--- src/rtl/fb_arbiter.sv ---
// Frame-buffer RAM arbiter: one RAM port shared between a raster-order pixel
// writer and a random-access scanout reader, with write-starvation protection.

module fb_arbiter_chk #(
    parameter int STARVE_LIMIT = 8
) (
    input logic        CLOCK_100,
    input logic        reset_N,
    input logic        mem_en,
    input logic        mem_we,
    input logic        pix_ready,
    input logic        rd_valid,
    input logic [15:0] rd_data,
    input logic [3:0]  starve_cnt
);

    localparam logic [3:0] STARVE_MAX = 4'(STARVE_LIMIT);

    a_we_is_write_grant : assert property (@(posedge CLOCK_100) disable iff (!reset_N)
        mem_we |-> (mem_en && pix_ready));

    a_idle_data_zero : assert property (@(posedge CLOCK_100) disable iff (!reset_N)
        !rd_valid |-> (rd_data == 16'h0000));

    a_starve_bounded : assert property (@(posedge CLOCK_100) disable iff (!reset_N)
        starve_cnt <= STARVE_MAX);

endmodule

module fb_arbiter #(
    parameter int H_ACTIVE     = 336,
    parameter int V_ACTIVE     = 240,
    parameter int STARVE_LIMIT = 8
) (
    input  logic        CLOCK_100,
    input  logic        reset_N,
    input  logic        pix_valid,
    input  logic        pix_sof,
    input  logic [15:0] pix_data,
    output logic        pix_ready,
    output logic [8:0]  wr_col,
    output logic [7:0]  wr_row,
    output logic        frame_done,
    input  logic        rd_req,
    input  logic [9:0]  rd_col,
    input  logic [8:0]  rd_row,
    output logic        rd_gnt,
    output logic        rd_valid,
    output logic [15:0] rd_data,
    output logic        mem_en,
    output logic        mem_we,
    output logic [16:0] mem_addr,
    output logic [15:0] mem_wdata,
    input  logic [15:0] mem_rdata
);

    localparam logic [9:0] RD_COL_LIM = 10'(H_ACTIVE);
    localparam logic [8:0] RD_ROW_LIM = 9'(V_ACTIVE);
    localparam logic [8:0] COL_LAST   = 9'(H_ACTIVE - 1);
    localparam logic [7:0] ROW_LAST   = 8'(V_ACTIVE - 1);
    localparam logic [3:0] STARVE_MAX = 4'(STARVE_LIMIT);

    // row*336 + col built as row*(256+64+16) + col
    function automatic logic [16:0] pix_addr(input logic [7:0] row, input logic [8:0] col);
        pix_addr = {1'b0, row, 8'h00} + {3'b000, row, 6'h00}
                 + {5'b00000, row, 4'h0} + {8'h00, col};
    endfunction

    logic        rd_in_range_s;
    logic        rd_gnt_in_s;
    logic        rd_gnt_oor_s;
    logic        wr_gnt_s;
    logic [8:0]  wr_col_nx_s;
    logic [7:0]  wr_row_nx_s;
    logic        frame_end_s;
    logic [3:0]  starve_nx_s;

    logic [8:0]  wr_col_r;
    logic [7:0]  wr_row_r;
    logic [3:0]  starve_cnt_r;
    logic        frame_done_r;
    logic        rd_p1_vld_r;
    logic        rd_p1_oor_r;
    logic        rd_valid_r;
    logic [15:0] rd_data_r;

    // Per-cycle grant decision; nothing is granted while reset is sampled low
    always_comb begin
        rd_in_range_s = (rd_col < RD_COL_LIM) && (rd_row < RD_ROW_LIM);
        rd_gnt_in_s   = 1'b0;
        rd_gnt_oor_s  = 1'b0;
        wr_gnt_s      = 1'b0;
        if (reset_N) begin
            rd_gnt_in_s  = rd_req && rd_in_range_s &&
                           ((starve_cnt_r < STARVE_MAX) || !pix_valid);
            rd_gnt_oor_s = rd_req && !rd_in_range_s;
            wr_gnt_s     = pix_valid && !rd_gnt_in_s;
        end else begin
            rd_gnt_in_s  = 1'b0;
            rd_gnt_oor_s = 1'b0;
            wr_gnt_s     = 1'b0;
        end
    end

    // RAM strobe driven straight from the grant; out-of-range reads never touch RAM
    always_comb begin
        mem_en    = 1'b0;
        mem_we    = 1'b0;
        mem_addr  = 17'h00000;
        mem_wdata = 16'h0000;
        if (rd_gnt_in_s) begin
            mem_en   = 1'b1;
            mem_addr = pix_addr(rd_row[7:0], rd_col[8:0]);
        end else if (wr_gnt_s) begin
            mem_en    = 1'b1;
            mem_we    = 1'b1;
            mem_addr  = pix_sof ? 17'h00000 : pix_addr(wr_row_r, wr_col_r);
            mem_wdata = pix_data;
        end else begin
            mem_en = 1'b0;
        end
    end

    // Raster position advance; an SOF pixel lands at (0,0) so the next one is (1,0)
    always_comb begin
        wr_col_nx_s = wr_col_r;
        wr_row_nx_s = wr_row_r;
        frame_end_s = 1'b0;
        if (wr_gnt_s) begin
            if (pix_sof) begin
                wr_col_nx_s = 9'd1;
                wr_row_nx_s = 8'd0;
            end else if (wr_col_r == COL_LAST) begin
                wr_col_nx_s = 9'd0;
                if (wr_row_r == ROW_LAST) begin
                    wr_row_nx_s = 8'd0;
                    frame_end_s = 1'b1;
                end else begin
                    wr_row_nx_s = wr_row_r + 8'd1;
                end
            end else begin
                wr_col_nx_s = wr_col_r + 9'd1;
            end
        end else begin
            frame_end_s = 1'b0;
        end
    end

    // Consecutive in-range read grants while a pixel is waiting
    always_comb begin
        starve_nx_s = starve_cnt_r;
        if (wr_gnt_s || !pix_valid) begin
            starve_nx_s = 4'd0;
        end else if (rd_gnt_in_s && (starve_cnt_r < STARVE_MAX)) begin
            starve_nx_s = starve_cnt_r + 4'd1;
        end else begin
            starve_nx_s = starve_cnt_r;
        end
    end

    // State and two-stage read-return pipeline
    always_ff @(posedge CLOCK_100) begin
        if (!reset_N) begin
            wr_col_r     <= 9'd0;
            wr_row_r     <= 8'd0;
            starve_cnt_r <= 4'd0;
            frame_done_r <= 1'b0;
            rd_p1_vld_r  <= 1'b0;
            rd_p1_oor_r  <= 1'b0;
            rd_valid_r   <= 1'b0;
            rd_data_r    <= 16'h0000;
        end else begin
            wr_col_r     <= wr_col_nx_s;
            wr_row_r     <= wr_row_nx_s;
            starve_cnt_r <= starve_nx_s;
            frame_done_r <= frame_end_s;
            rd_p1_vld_r  <= rd_gnt_in_s | rd_gnt_oor_s;
            rd_p1_oor_r  <= rd_gnt_oor_s;
            rd_valid_r   <= rd_p1_vld_r;
            rd_data_r    <= (rd_p1_vld_r && !rd_p1_oor_r) ? mem_rdata : 16'h0000;
        end
    end

    assign pix_ready  = wr_gnt_s;
    assign rd_gnt     = rd_gnt_in_s | rd_gnt_oor_s;
    assign wr_col     = wr_col_r;
    assign wr_row     = wr_row_r;
    assign frame_done = frame_done_r;
    assign rd_valid   = rd_valid_r;
    assign rd_data    = rd_data_r;

    fb_arbiter_chk #(
        .STARVE_LIMIT (STARVE_LIMIT)
    ) u_chk (
        .CLOCK_100  (CLOCK_100),
        .reset_N    (reset_N),
        .mem_en     (mem_en),
        .mem_we     (mem_we),
        .pix_ready  (pix_ready),
        .rd_valid   (rd_valid),
        .rd_data    (rd_data),
        .starve_cnt (starve_cnt_r)
    );

endmodule
--- config.mk ---
export PLATFORM = sky130hd
export DESIGN_NAME = fb_arbiter
export DESIGN_NICKNAME = d
export VERILOG_FILES = /design/src/rtl/fb_arbiter.sv
export SDC_FILE = /design/constraint.sdc
export NUM_CORES = 1
export LEC_CHECK = 0
export CORE_ASPECT_RATIO = 0.75
export CORE_MARGIN = 2
export CORE_UTILIZATION = 40
export DETAILED_ROUTE_END_ITERATION = 12
export GPL_ROUTABILITY_DRIVEN = 1
export HOLD_SLACK_MARGIN = 0.05
export PLACE_DENSITY = 0.74
export SLEW_MARGIN = 0
export SYNTH_ARGS = -nofsm -noshare
export SYNTH_HDL_FRONTEND = slang
export SYNTH_SLANG_ARGS = --single-unit
export TNS_END_PERCENT = 1
--- constraint.sdc ---
create_clock -name CLOCK_100 -period 6.5 [get_ports CLOCK_100]
set_clock_uncertainty 0.1 [all_clocks]
set_input_delay 1.625 -clock CLOCK_100 [delete_from_list [all_inputs] [get_ports CLOCK_100]]
set_output_delay 1.625 -clock CLOCK_100 [all_outputs]
set_load 0.01 [all_outputs]
==> results of run 1 <==
[state kept, by name, summed over array words and instances (netlist names)]
register	count
wr_row	8
rd_data	16
starve_cnt_r	4
frame_done	1
wr_col	9
rd_valid	1
rd_p1_vld_r	1
rd_p1_oor_r	1
[cells by family after synthesis]
kind of cell | count (synthesis) | synth area share (%)
AOI/OAI and AO/OA | 81 | 16.2
xor gates and xnor gates | 22 | 5.65
adders and majority gates | 65 | 27.3
buffers and inverters | 53 | 6.27
DFF | 41 | 24.0
muxes | 1 | 0.330
and+or+nand+nor | 122 | 20.1
[timing repair]
item	in CTS	in global routing
setup buffers	3	0
setup endpoints to repair	6	8
gates resized for setup	16	14
hold endpoints to repair	0	0
pin swaps	5	4
[through the flow]
| stage | hold slack, ps | total power, mW |
|---|---|---|
| 5_1_grt | 381 | 0.799 |
| 4_1_cts | 375 | 0.754 |
| 3_5_place_dp | 344 | 0.504 |
| 6_report | 372 | 0.758 |
| 2_1_floorplan | 327 | 0.388 |
| 3_3_place_gp | 337 | 0.496 |
[synthesized netlist by cell type (3+ instances only)]
| master | number |
|---|---|
| o21ai_1 | 7 |
| a21o_1 | 3 |
| and2_1 | 35 |
| nand2_1 | 13 |
| o21ai_0 | 18 |
| nor2_1 | 27 |
| nand2b_1 | 7 |
| dfxtp_1 | 41 |
| clkbuf_1 | 3 |
| o22ai_1 | 9 |
| fa_1 | 16 |
| xor2_1 | 10 |
| buf_2 | 3 |
| a21oi_1 | 13 |
| nand4_1 | 6 |
| nor2b_1 | 3 |
| ha_1 | 49 |
| a211oi_1 | 3 |
| inv_1 | 45 |
| a22o_1 | 7 |
| xnor2_1 | 12 |
| nand3_1 | 12 |
[final cells by class]
class                           instances  share of cell area [%]
Clock buffer                            5                    2.44
Timing Repair Buffer                  152                    28.2
Sequential cell                        41                    16.0
Inverter                               45                    3.30
Clock inverter                          3                   0.342
Tap cell                              108                    2.64
Multi-Input combinational cell        291                    47.1
[power breakdown]
group          total [mW]  switching (mW)  internal [mW]
Sequential          0.259         0.00294          0.256
Clock               0.241           0.100          0.141
Combinational       0.258           0.117          0.140
[worst reg2reg max path: cells and delay by family (launching register included)]
| family | cells | cell delay (ps) |
|---|---|---|
| fa+ha+maj | 1 | 310 |
| mux | 1 | 280 |
| simple gates | 2 | 460 |
| compound gates | 2 | 640 |
| flops | 1 | 470 |
[final timing paths]
check / from / endpoint / slack [ps] / depth (start not counted)
max: rd_col[7] / mem_addr[15] / 20 / 15
min: rd_p1_vld_r$_SDFF_PN0_ / rd_valid$_SDFF_PN0_ / 370 / 1
max reg2reg: wr_col[0]$_SDFFE_PN0P_ / wr_row[4]$_SDFFE_PN0P_ / 4130 / 6
min reg2reg: rd_p1_vld_r$_SDFF_PN0_ / rd_valid$_SDFF_PN0_ / 370 / 1
[metal layers]
layer	up-vias	part of all wire (%)	global-route usage, %
met5	-	0	0
met4	0	1.1	4.32
met3	13	3.8	3.85
met2	78	48	34.7
met1	1546	47	25.9
li1	1630	-	-
==> reports/results.ini, run 1 <==
[status]
status=complete, no violations

[finish]
multi_input_area_sq_um=2410
fin_area_sq_um=5120
area_growth_pct=50.0
final_net_count=657
fin_util_pct=61.1
antennaDiodeCount=0
final_cell_mix=clkdlybuf4s50_1, ha_1, inv_1
final_common_cell=clkdlybuf4s50_1
seqCellArea_sq_um=821
drive_gt1_share_pct=11.2
final_cells=645
fillers=708

[sta]
finalHoldViolations=0
worst_slew_pin_slew_ps=780
rsz0062_at_grt=true
fin_ws_ps=24.7
final_max_slew_viol_count=0
min_period_ps=6480
setup_violations=0
post-route-period-util_pct=99.6
setup_tns_ps=0
fmax_mhz=154
worst_slew_margin_rel_pct=47.9

[logic_synthesis]
seq_area_frac_synth_pct=24.0
synth_cells=385
synth_edf_count=0
synth_area_sq_um=3410
synth_seq_cells=41
yosys_most_used_dff=dfxtp_1
async_flop_share_pct=0
yosysTopAreaCellShare_pct=24.0
yosys.area.top_type=dfxtp_1
synthDistinctLibCells=53
syn_nets=506
synth.area.top_cells=dfxtp_1, ha_1, fa_1
syn_area_per_cell_sq_um=8.87
ys_warn_count=0

[placed_design]
numPortBuffers=127
gp_congestion=0.888
postPlaceCellArea_sq_um=4940
dp_worst_setup_slack_ps=-360
post-dp-hpwl_um=7690
placed_cells=634

[die]
die_area_sq_um=9300
initial_utilization_pct=40.7
row_count=29
die_height_um=84
fp.dieW_um=111
io_pins=128
core_area_sq_um=8380

[clocking]
htree_levels=2
clockRootBuffer=clkbuf_16
cts_sinks=41
clk_pin_slew_ps=50
clock_path_buffers=2
cts_buffers=5
clock_latency_ps=280
cts_tree=done
ctsHoldBuffers=0

[detailed_routing]
ant_nets=0
routed-via-count=3267
drt-total-wl_um=9270
via_per_inst=5.07
post-route-drc-count=0
drt_iter0_drc=139
dr.pass1.iters=4
wl_per_cell_um=14.4

[worst_setup_path]
crit_arrival_ps=4750
path_buf_inv=6
path_max_fanout=3
cp.required_ps=4780
crit_path_end_kind=primary output
worstPathCellList=clkdlybuf4s50_1, inv_1, fa_1, inv_2, fa_1, ha_4, buf_4, nand3_1, o211ai_1, buf_4, a41o_1, a21oi_2, xor2_1, o22ai_1, buf_2
start_kind=primary input
worst_path_largest_cell_delay_ps=470
crit_path_top_delay_cell=clkdlybuf4s50_1
path_class=in2out
crit_family=adder cells

[pwr]
p_leak_nw=2.27
irDropWorstVdd_uv=107
power_per_cell_area_nw_per_um2=148

[global_route]
grt-ovfl-total=0
grt_antenna_before_repair=0
grt_pass1_vias=3335
track_usage_pct=20.0
grt_pass1_wl_um=15500
grt_max_degree=24

[hold_path]
hold_class=reg2reg

[job]
drv_cap=0

Power figures use the tool's default switching activity.
==> run 2: changes to the inputs <==
--- a/config.mk
+++ b/config.mk
@@ -6,7 +6,6 @@
 export NUM_CORES = 1
 export LEC_CHECK = 0
 export CORE_ASPECT_RATIO = 0.75
-export CORE_MARGIN = 2
 export CORE_UTILIZATION = 40
 export DETAILED_ROUTE_END_ITERATION = 12
 export GPL_ROUTABILITY_DRIVEN = 1
==> reports/results.ini, run 2 (same netlist as run 1, synthesis figures left out) <==
[status]
status=complete, no violations  ; unchanged

[global_route]
grt_antenna_before_repair=0  ; unchanged
use_met1_pct=28.2  ; was 25.9%
top_usage_layer=met2  ; unchanged
grtUsageMet2_pct=35.8  ; was 34.7%
grt-ovfl-total=0  ; unchanged
use_met3_pct=5.00  ; was 3.85%
track_usage_pct=21.4  ; was 20.0%
grt_pass1_vias=3171  ; was 3335
grt_pass1_wl_um=14800  ; was 15500 um
grt_max_degree=24  ; unchanged

[finish]
largest_reg_flops=16  ; unchanged
area_growth_pct=53.7  ; was 50.0%
drive_gt1_share_pct=12.6  ; was 11.2%
final_cell_mix=clkdlybuf4s50_1, ha_1, inv_1  ; unchanged
final_common_cell=clkdlybuf4s50_1  ; unchanged
antennaDiodeCount=0  ; unchanged
final_net_count=660  ; was 657
fin_util_pct=64.8  ; was 61.1%

[detailed_routing]
drt-total-wl_um=9480  ; was 9270 um
drt_iter0_drc=140  ; was 139
via_per_inst=5.10  ; was 5.07
post-route-drc-count=0  ; unchanged
wl_per_cell_um=14.7  ; was 14.4 um
routed-via-count=3289  ; was 3267
dr.pass1.iters=4  ; unchanged
ant_nets=0  ; unchanged

[die]
initial_utilization_pct=42.2  ; was 40.7%
die_area_sq_um=8910  ; was 9300 sq um
die_height_um=82  ; was 84 um
core_area_sq_um=8090  ; was 8380 sq um
fp.dieW_um=109  ; was 111 um
row_count=28  ; was 29
io_pins=128  ; unchanged

[clocking]
clock_path_buffers=2  ; unchanged
clk_pin_slew_ps=50  ; about the same
htree_levels=2  ; unchanged
cts_tree=done  ; unchanged
clockRootBuffer=clkbuf_16  ; unchanged
clock_latency_ps=280  ; about the same
ctsHoldBuffers=0  ; unchanged
cts_sinks=41  ; unchanged
cts_buffers=5  ; unchanged

[pwr]
irDropWorstVdd_uv=131  ; was 107 uV
p_leak_nw=2.31  ; was 2.27 nW
power_per_cell_area_nw_per_um2=164  ; was 148 nW/um^2

[hold_path]
hold_class=reg2reg  ; unchanged
min-delay-start=rd_p1_vld_r$_SDFF_PN0_  ; unchanged
whs_endpoint=rd_valid$_SDFF_PN0_  ; unchanged
min_path_cells=1  ; unchanged

[sta]
finalHoldViolations=0  ; unchanged
fmax_mhz=156  ; was 154 MHz
post-route-period-util_pct=98.6  ; was 99.6%
worst_slew_margin_rel_pct=40.1  ; was 47.9%
min_period_ps=6410  ; was 6480 ps
setup_violations=0  ; unchanged
final_max_slew_viol_count=0  ; unchanged
worst_slew_pin_slew_ps=897  ; was 780 ps
setup_tns_ps=0  ; unchanged

[worst_setup_path]
crit_arrival_ps=4680  ; was 4750 ps
path_class=in2out  ; unchanged
regToRegSetupSlack_ps=4050  ; was 4130 ps
r2r_cells=6  ; unchanged
start_kind=primary input  ; unchanged
crit_path_end_kind=primary output  ; unchanged
path_max_fanout=3  ; unchanged
rr_startpoint=wr_col[0]$_SDFFE_PN0P_  ; unchanged
r2r_end=wr_row[4]$_SDFFE_PN0P_  ; unchanged
cp.required_ps=4780  ; about the same

[placed_design]
gp_congestion=0.807  ; was 0.888
post-dp-hpwl_um=7710  ; was 7690 um
numPortBuffers=127  ; unchanged

[job]
drv_cap=0  ; unchanged

run 2: cell type report:
type	count	area, sq um
inverters	45	169
well taps	105	131
flip-flops and latches	41	821
clock inverters	3	65.1
clock buffers	5	125
multi-input cells	291	2460
fillers	656	2850
repair buffers	155	1480
run 2: layer usage:
metal	routed length, um	part of all wire [%]
met2	4590	48
met4	106	1.1
met3	433	4.6
met5	0	0
met1	4350	46
run 2: what timing repair did:
action,CTS,global route
gates resized for setup,18,18
pin swaps,4,6
buffers inserted,2,2
endpoints found under the setup margin,6,8
run 2: worst max path at each step:
stage | start | end | cells after the start
after global placement | rd_col[8] | mem_addr[14] | 13
after floorplan | rd_col[8] | mem_addr[14] | 11
after global routing | rd_col[7] | mem_addr[15] | 15
final | rd_col[7] | mem_addr[15] | 15
after detailed placement | rd_col[8] | mem_addr[15] | 14
after CTS | rd_col[8] | mem_addr[14] | 14
run 2: worst max-delay path, cell delays in order:
cell             delay (ps)
clkdlybuf4s50_1         480
inv_1                    60
fa_1                    420
inv_2                    70
fa_1                    450
ha_4                    280
buf_4                   140
nand3_1                  90
o211ai_1                100
buf_4                   160
a41o_1                  220
a21oi_1                 160
xor2_1                  170
o22ai_1                  90
buf_2                   160
run 2: through the flow:
step	area, sq um	total power [mW]	hold WS (ps)	instances	worst slack [ps]
6_report	5250	0.859	350	645	91.8
4_1_cts	5150	0.831	356	643	-44.0
3_5_place_dp	4950	0.506	343	633	-360
3_3_place_gp	4950	0.499	338	633	-328
5_1_grt	5250	0.901	382	645	-31.3
2_1_floorplan	3410	0.388	327	385	666
run 2: power by group:
part	leakage, nW	internal (mW)	switching (mW)
combinational	1.88	0.156	0.125
sequential	0.332	0.256	0.00290
clock	0.0938	0.219	0.100
==> run 3: changes to the inputs <==
--- a/config.mk
+++ b/config.mk
@@ -7,6 +7,7 @@
 export LEC_CHECK = 0
 export CORE_ASPECT_RATIO = 0.75
 export CORE_UTILIZATION = 40
+export CTS_CLUSTER_SIZE = 12
 export DETAILED_ROUTE_END_ITERATION = 12
 export GPL_ROUTABILITY_DRIVEN = 1
 export HOLD_SLACK_MARGIN = 0.05
==> results of run 3 <==
Final layout, timing and power as in run 2 (identical DEF).
